--- src/rtl/slip_rx_fifo.sv ---
// SLIP receive decoder feeding a first-word-fall-through output FIFO.
// Decoded frames are written byte by byte with per-entry last/error flags.
// The final byte of each frame is held back until its terminating END.
module slip_rx_fifo #(
    parameter int DEPTH   = 16,
    parameter int MAX_LEN = 1024
) (
    input  logic                     clk,
    input  logic                     rst_n,
    input  logic [7:0]               din,
    input  logic                     din_rdy,
    output logic                     frame,
    output logic [7:0]               dout,
    output logic                     dout_last,
    output logic                     dout_err,
    output logic                     dout_rdy,
    input  logic                     dout_ack,
    output logic [$clog2(DEPTH):0]   level,
    output logic                     ovf,
    input  logic                     ovf_clr
);

    localparam int AW      = $clog2(DEPTH);
    localparam int LEVEL_W = AW + 1;

    localparam logic [7:0]  C_END     = 8'hC0;
    localparam logic [7:0]  C_ESC     = 8'hDB;
    localparam logic [7:0]  C_ESC_END = 8'hDC;
    localparam logic [7:0]  C_ESC_ESC = 8'hDD;
    localparam logic [15:0] LEN_LIMIT = 16'(MAX_LEN);

    typedef enum logic [1:0] {
        HUNT,
        READ,
        ESC,
        DROP
    } state_t;

    // FIFO entry layout: {err, last, data}
    typedef struct packed {
        logic       err;
        logic       last;
        logic [7:0] data;
    } entry_t;

    state_t            state;
    logic              pend_valid;
    logic [7:0]        pend_data;
    logic [15:0]       cnt;

    logic              dec_valid;
    logic [7:0]        dec_byte;
    logic              bad_esc;
    logic              overlen;
    logic              abort;
    logic              end_push;
    logic              push;
    entry_t            push_entry;

    entry_t            mem [DEPTH];
    entry_t            head;
    logic [AW-1:0]     wr_ptr;
    logic [AW-1:0]     rd_ptr;
    logic              full;
    logic              pop;
    logic              wr_en;
    logic              push_lost;

    // Classify the incoming byte: decoded data byte or bad escape sequence.
    always_comb begin
        // NOTE: every output of a combinational block gets a default first, so no path can infer a latch.
        dec_valid = 1'b0;
        dec_byte  = din;
        bad_esc   = 1'b0;
        if (din_rdy) begin
            case (state)
                READ: begin
                    if (din != C_END && din != C_ESC) begin
                        dec_valid = 1'b1;
                    end
                end
                ESC: begin
                    if (din == C_ESC_END) begin
                        dec_valid = 1'b1;
                        dec_byte  = C_END;
                    end else if (din == C_ESC_ESC) begin
                        dec_valid = 1'b1;
                        dec_byte  = C_ESC;
                    end else begin
                        bad_esc = 1'b1;
                    end
                end
                default: ;
            endcase
        end
    end

    // A decoded byte beyond MAX_LEN aborts the frame just like a bad escape.
    assign overlen  = dec_valid && (cnt == LEN_LIMIT);
    assign abort    = bad_esc || overlen;
    assign end_push = din_rdy && (state == READ) && (din == C_END) && pend_valid;

    // The held byte is released when a newer byte arrives, the frame ends, or it aborts.
    assign push            = abort || end_push || (dec_valid && !overlen && pend_valid);
    assign push_entry.err  = abort;
    assign push_entry.last = abort || end_push;
    assign push_entry.data = pend_valid ? pend_data : 8'h00;

    assign full      = (level == LEVEL_W'(DEPTH));
    assign pop       = dout_ack && dout_rdy;
    assign wr_en     = push && (!full || pop);
    assign push_lost = push && full && !pop;

    // Decoder state machine: frame tracking, held byte and per-frame length.
    always_ff @(posedge clk or negedge rst_n) begin
        if (!rst_n) begin
            state      <= HUNT;
            pend_valid <= 1'b0;
            pend_data  <= 8'h00;
            cnt        <= 16'd0;
            frame      <= 1'b0;
        end else if (push_lost || abort) begin
            // NOTE: sequential state uses non-blocking assignments so every register samples pre-edge values.
            pend_valid <= 1'b0;
            frame      <= 1'b0;
            state      <= DROP;
        end else if (dec_valid) begin
            pend_data  <= dec_byte;
            pend_valid <= 1'b1;
            cnt        <= cnt + 16'd1;
            frame      <= 1'b1;
            state      <= READ;
        end else if (din_rdy) begin
            case (state)
                HUNT: begin
                    if (din == C_END) begin
                        state <= READ;
                        cnt   <= 16'd0;
                    end
                end
                READ: begin
                    if (din == C_END) begin
                        pend_valid <= 1'b0;
                        frame      <= 1'b0;
                        cnt        <= 16'd0;
                    end else if (din == C_ESC) begin
                        state <= ESC;
                        frame <= 1'b1;
                    end
                end
                DROP: begin
                    if (din == C_END) begin
                        state <= READ;
                        cnt   <= 16'd0;
                    end
                end
                default: ;
            endcase
        end
    end

    // FIFO storage write port.
    always_ff @(posedge clk) begin
        // NOTE: the storage array has no reset; emptiness is tracked by level and the outputs are masked.
        if (wr_en) begin
            mem[wr_ptr] <= push_entry;
        end
    end

    // FIFO pointers and occupancy; pointers wrap naturally at DEPTH.
    always_ff @(posedge clk or negedge rst_n) begin
        if (!rst_n) begin
            wr_ptr <= '0;
            rd_ptr <= '0;
            level  <= '0;
        end else begin
            if (wr_en) begin
                wr_ptr <= wr_ptr + AW'(1);
            end
            if (pop) begin
                rd_ptr <= rd_ptr + AW'(1);
            end
            case ({wr_en, pop})
                2'b10:   level <= level + LEVEL_W'(1);
                2'b01:   level <= level - LEVEL_W'(1);
                default: ;
            endcase
        end
    end

    // Sticky overflow flag; a new overflow beats a simultaneous clear.
    always_ff @(posedge clk or negedge rst_n) begin
        if (!rst_n) begin
            ovf <= 1'b0;
        end else if (push_lost) begin
            ovf <= 1'b1;
        end else if (ovf_clr) begin
            ovf <= 1'b0;
        end
    end

    assign dout_rdy = (level != '0);
    assign head     = mem[rd_ptr];
    assign dout      = dout_rdy ? head.data : 8'h00;
    assign dout_last = dout_rdy ? head.last : 1'b0;
    assign dout_err  = dout_rdy ? head.err  : 1'b0;

endmodule
--- config.mk ---
export PLATFORM = sky130hd
export DESIGN_NAME = slip_rx_fifo
export DESIGN_NICKNAME = d
export VERILOG_FILES = /design/src/rtl/slip_rx_fifo.sv
export SDC_FILE = /design/constraint.sdc
export NUM_CORES = 1
export LEC_CHECK = 0
export ABC_AREA = 1
export CORE_MARGIN = 2
export CORE_UTILIZATION = 30
export DETAILED_ROUTE_END_ITERATION = 10
export SYNTH_ARGS = -nofsm -noshare
export SYNTH_HDL_FRONTEND = slang
export SYNTH_SLANG_ARGS = --single-unit
export TNS_END_PERCENT = 50
--- constraint.sdc ---
create_clock -name clk -period 7.6 [get_ports clk]
set_input_delay 2.28 -clock clk [delete_from_list [all_inputs] [get_ports clk]]
set_output_delay 2.28 -clock clk [all_outputs]
set_load 0.005 [all_outputs]
==> flow_summary.toml <==
[logic_synthesis]
synth.most_common_cell = "edfxtp_1"
syn_area_per_cell_um2 = 10.66
synth_top_area_share_pct = 52.63
yosys-top-cells-count = "edfxtp_1 (160), nor2_1 (145), nand2_1 (124)"
ys_ff_latch = 202
yosys_warnings = 0
synthTopCellsByArea = "edfxtp_1 (53%), dfrtp_1 (12%), nor2_1 (6.0%), o21ai_0 (5.2%), nand2_1 (5.1%)"
yosys.area.top_type = "edfxtp_1"
synthFlopType = "edfxtp_1"
async_reset_ff_share_pct = 20.79
syn_area_mm2 = 0.009129
postSynthCellCount = 856
synthesis.nets = 883
ys_types = 39
synth_edf_count = 160
ys_seq_area_share_pct = 64.14

[clock_tree]
insertion_delay_ns = 0.51
cts_hold_buf = 0
cts_sinks = 202
post_cts_resized = 0
cts_made_buffers = 22
cts_root_buffer = "clkbuf_16"
post_cts_buffers = 0
cts_tree = "built"
htreeDepth = 1
clkSlewWorstSetupHoldPaths_ns = 0.06
clock_path_buffers = 3

[critical_path]
path_class = "reg -> out"
start_kind = "register"
worst_setup_path_end_kind = "output pin"
path_max_fanout = 45
arrival_ns = 3.28
required_ns = 5.32
reg2reg_setup_slack_ns = 4.01

[timing]
skew_ns = 0.01309
finalCriticalPeriod_ns = 5.556
hold_slack_ns = 0.4698
max_freq_mhz = 180.0
rsz0062_at_grt = "false"
drv_slew = 0
setup_slack_ns = 2.044
setup_viol = 0
fin_setup_tns_ns = 0
slew_headroom_pct = 25.30
hold_viol = 0
tightest_slew_ns = 1.116
post-route-period-util_pct = 73.11

[drt]
vias_per_cell = 4.867
routed_wl_um = 21890
vias = 6318
post_drt_wl_per_cell_um = 16.87
drt-initial-drc-count = 521
first_pass_iters = 4
ant_nets = 0
drc = 0

[layout]
post-route-util_pct = 35.59
fillers = 2961
syn_to_final_growth_pct = 16.17
final_cells = 1298
final_nets = 919
drive_above_1_share_pct = 9.692
multi_input_area_mm2 = 0.002868
seqCellArea_mm2 = 0.005857
final_area_mm2 = 0.01061
diodes = 0

[floorplanning]
num_rows = 63
die_width_um = 178.4
io_pins = 31
dieArea_mm2 = 0.03184
initial_core_util_pct = 30.64
design.core.area_mm2 = 0.02980
die_height_um = 178.4

[global_routing]
antenna_found_initial = 0
grt_util_all_layers_pct = 13.87
grt_max_degree = 83
grt_overflow = 0
grt_pass1_vias = 6112
grt_pass1_wl_um = 34220

[run]
max-cap-violations = 0

[placed_design]
place_hpwl_um = 13460
post-place-ws_ns = 1.895
io_buffers = 30
gp_congestion = 0.8293
dp_cells = 1258
placed_area_mm2 = 0.009906

[power]
total_power_mw = 3.677
power_density_mw_per_mm2 = 346.8
power_leakage_nw = 4.008
ir_worst_vdd_uv = 254.0

[outcome]
status = "complete, no violations"

[hold_path]
hp-class = "reg -> reg"
==> placed cells by master, fill, tap and decap left out, types with 4 or more instances in the layout <==
master	instances
nand2_1	124
nand2_2	11
nand4_1	4
clkbuf_1	5
clkdlybuf4s50_1	29
nand3_1	39
inv_1	61
nor2_2	4
dfrtp_1	41
o221ai_1	22
o21ai_0	94
nor3_1	22
a21oi_1	15
o22ai_1	18
clkinv_2	6
ha_1	13
edfxtp_1	160
xor2_1	16
nor2_1	145
buf_4	21
clkbuf_16	22
==> logic make-up after synthesis <==
kind of cell	synth area share, %
compound gates	9.978
simple gates	17.61
xor+xnor	1.823
fa+ha+maj	2.001
buf+inv	4.441
flops	64.14
==> flip-flops by register name, summed over array words and instances, names as in the netlist <==
signal	cells
ovf	1
state	2
level	5
wr_ptr	4
rd_ptr	4
pend_valid	1
cnt	16
frame	1
pend_data	8
mem	160
==> worst paths after layout <==
kind | to | cells past startpoint | start
worst max-delay path | dout_last | 7 | rd_ptr[0]
worst min-delay path | pend_data[1] | 2 | pend_data[1]
worst max register to register | level[4] | 14 | level[1]
worst min register to register | pend_data[1] | 2 | pend_data[1]
max in group asynchronous | rd_ptr[0] | 1 | rst_n
min in group asynchronous | cnt[5] | 1 | rst_n
==> report_power, final <==
group / internal (mW) / switching [mW] / total [mW]
Combinational: 0.434 / 0.813 / 1.25
Clock: 0.604 / 0.424 / 1.03
Sequential: 1.34 / 0.0631 / 1.40
==> worst max-delay path: stages, from the launching register on <==
cell	delay (ns)
dfrtp_2	0.40
inv_2	0.57
buf_4	0.49
o21ai_0	0.13
o221ai_1	0.23
nand3_1	0.11
a21oi_1	0.26
clkdlybuf4s50_1	0.54
==> per-layer routing <==
layer / vias to the layer above / global-route usage [%] / part of all wire, %
met1: 3082 / 19.05 / 45
met5: - / 0 / 0
met3: 25 / 1.961 / 5.6
li1: 3044 / - / -
met4: 0 / 3.557 / 1.6
met2: 167 / 23.05 / 48
==> cell type report <==
type                    instances  area share [%]
well taps                     390           4.601
clock inverters                13           1.227
clock buffers                  27           5.368
flip-flops and latches        202           55.23
inverters                      64           2.265
multi-input cells             551           27.04
repair buffers                 51           4.271
Power figures use the tool's default switching activity.
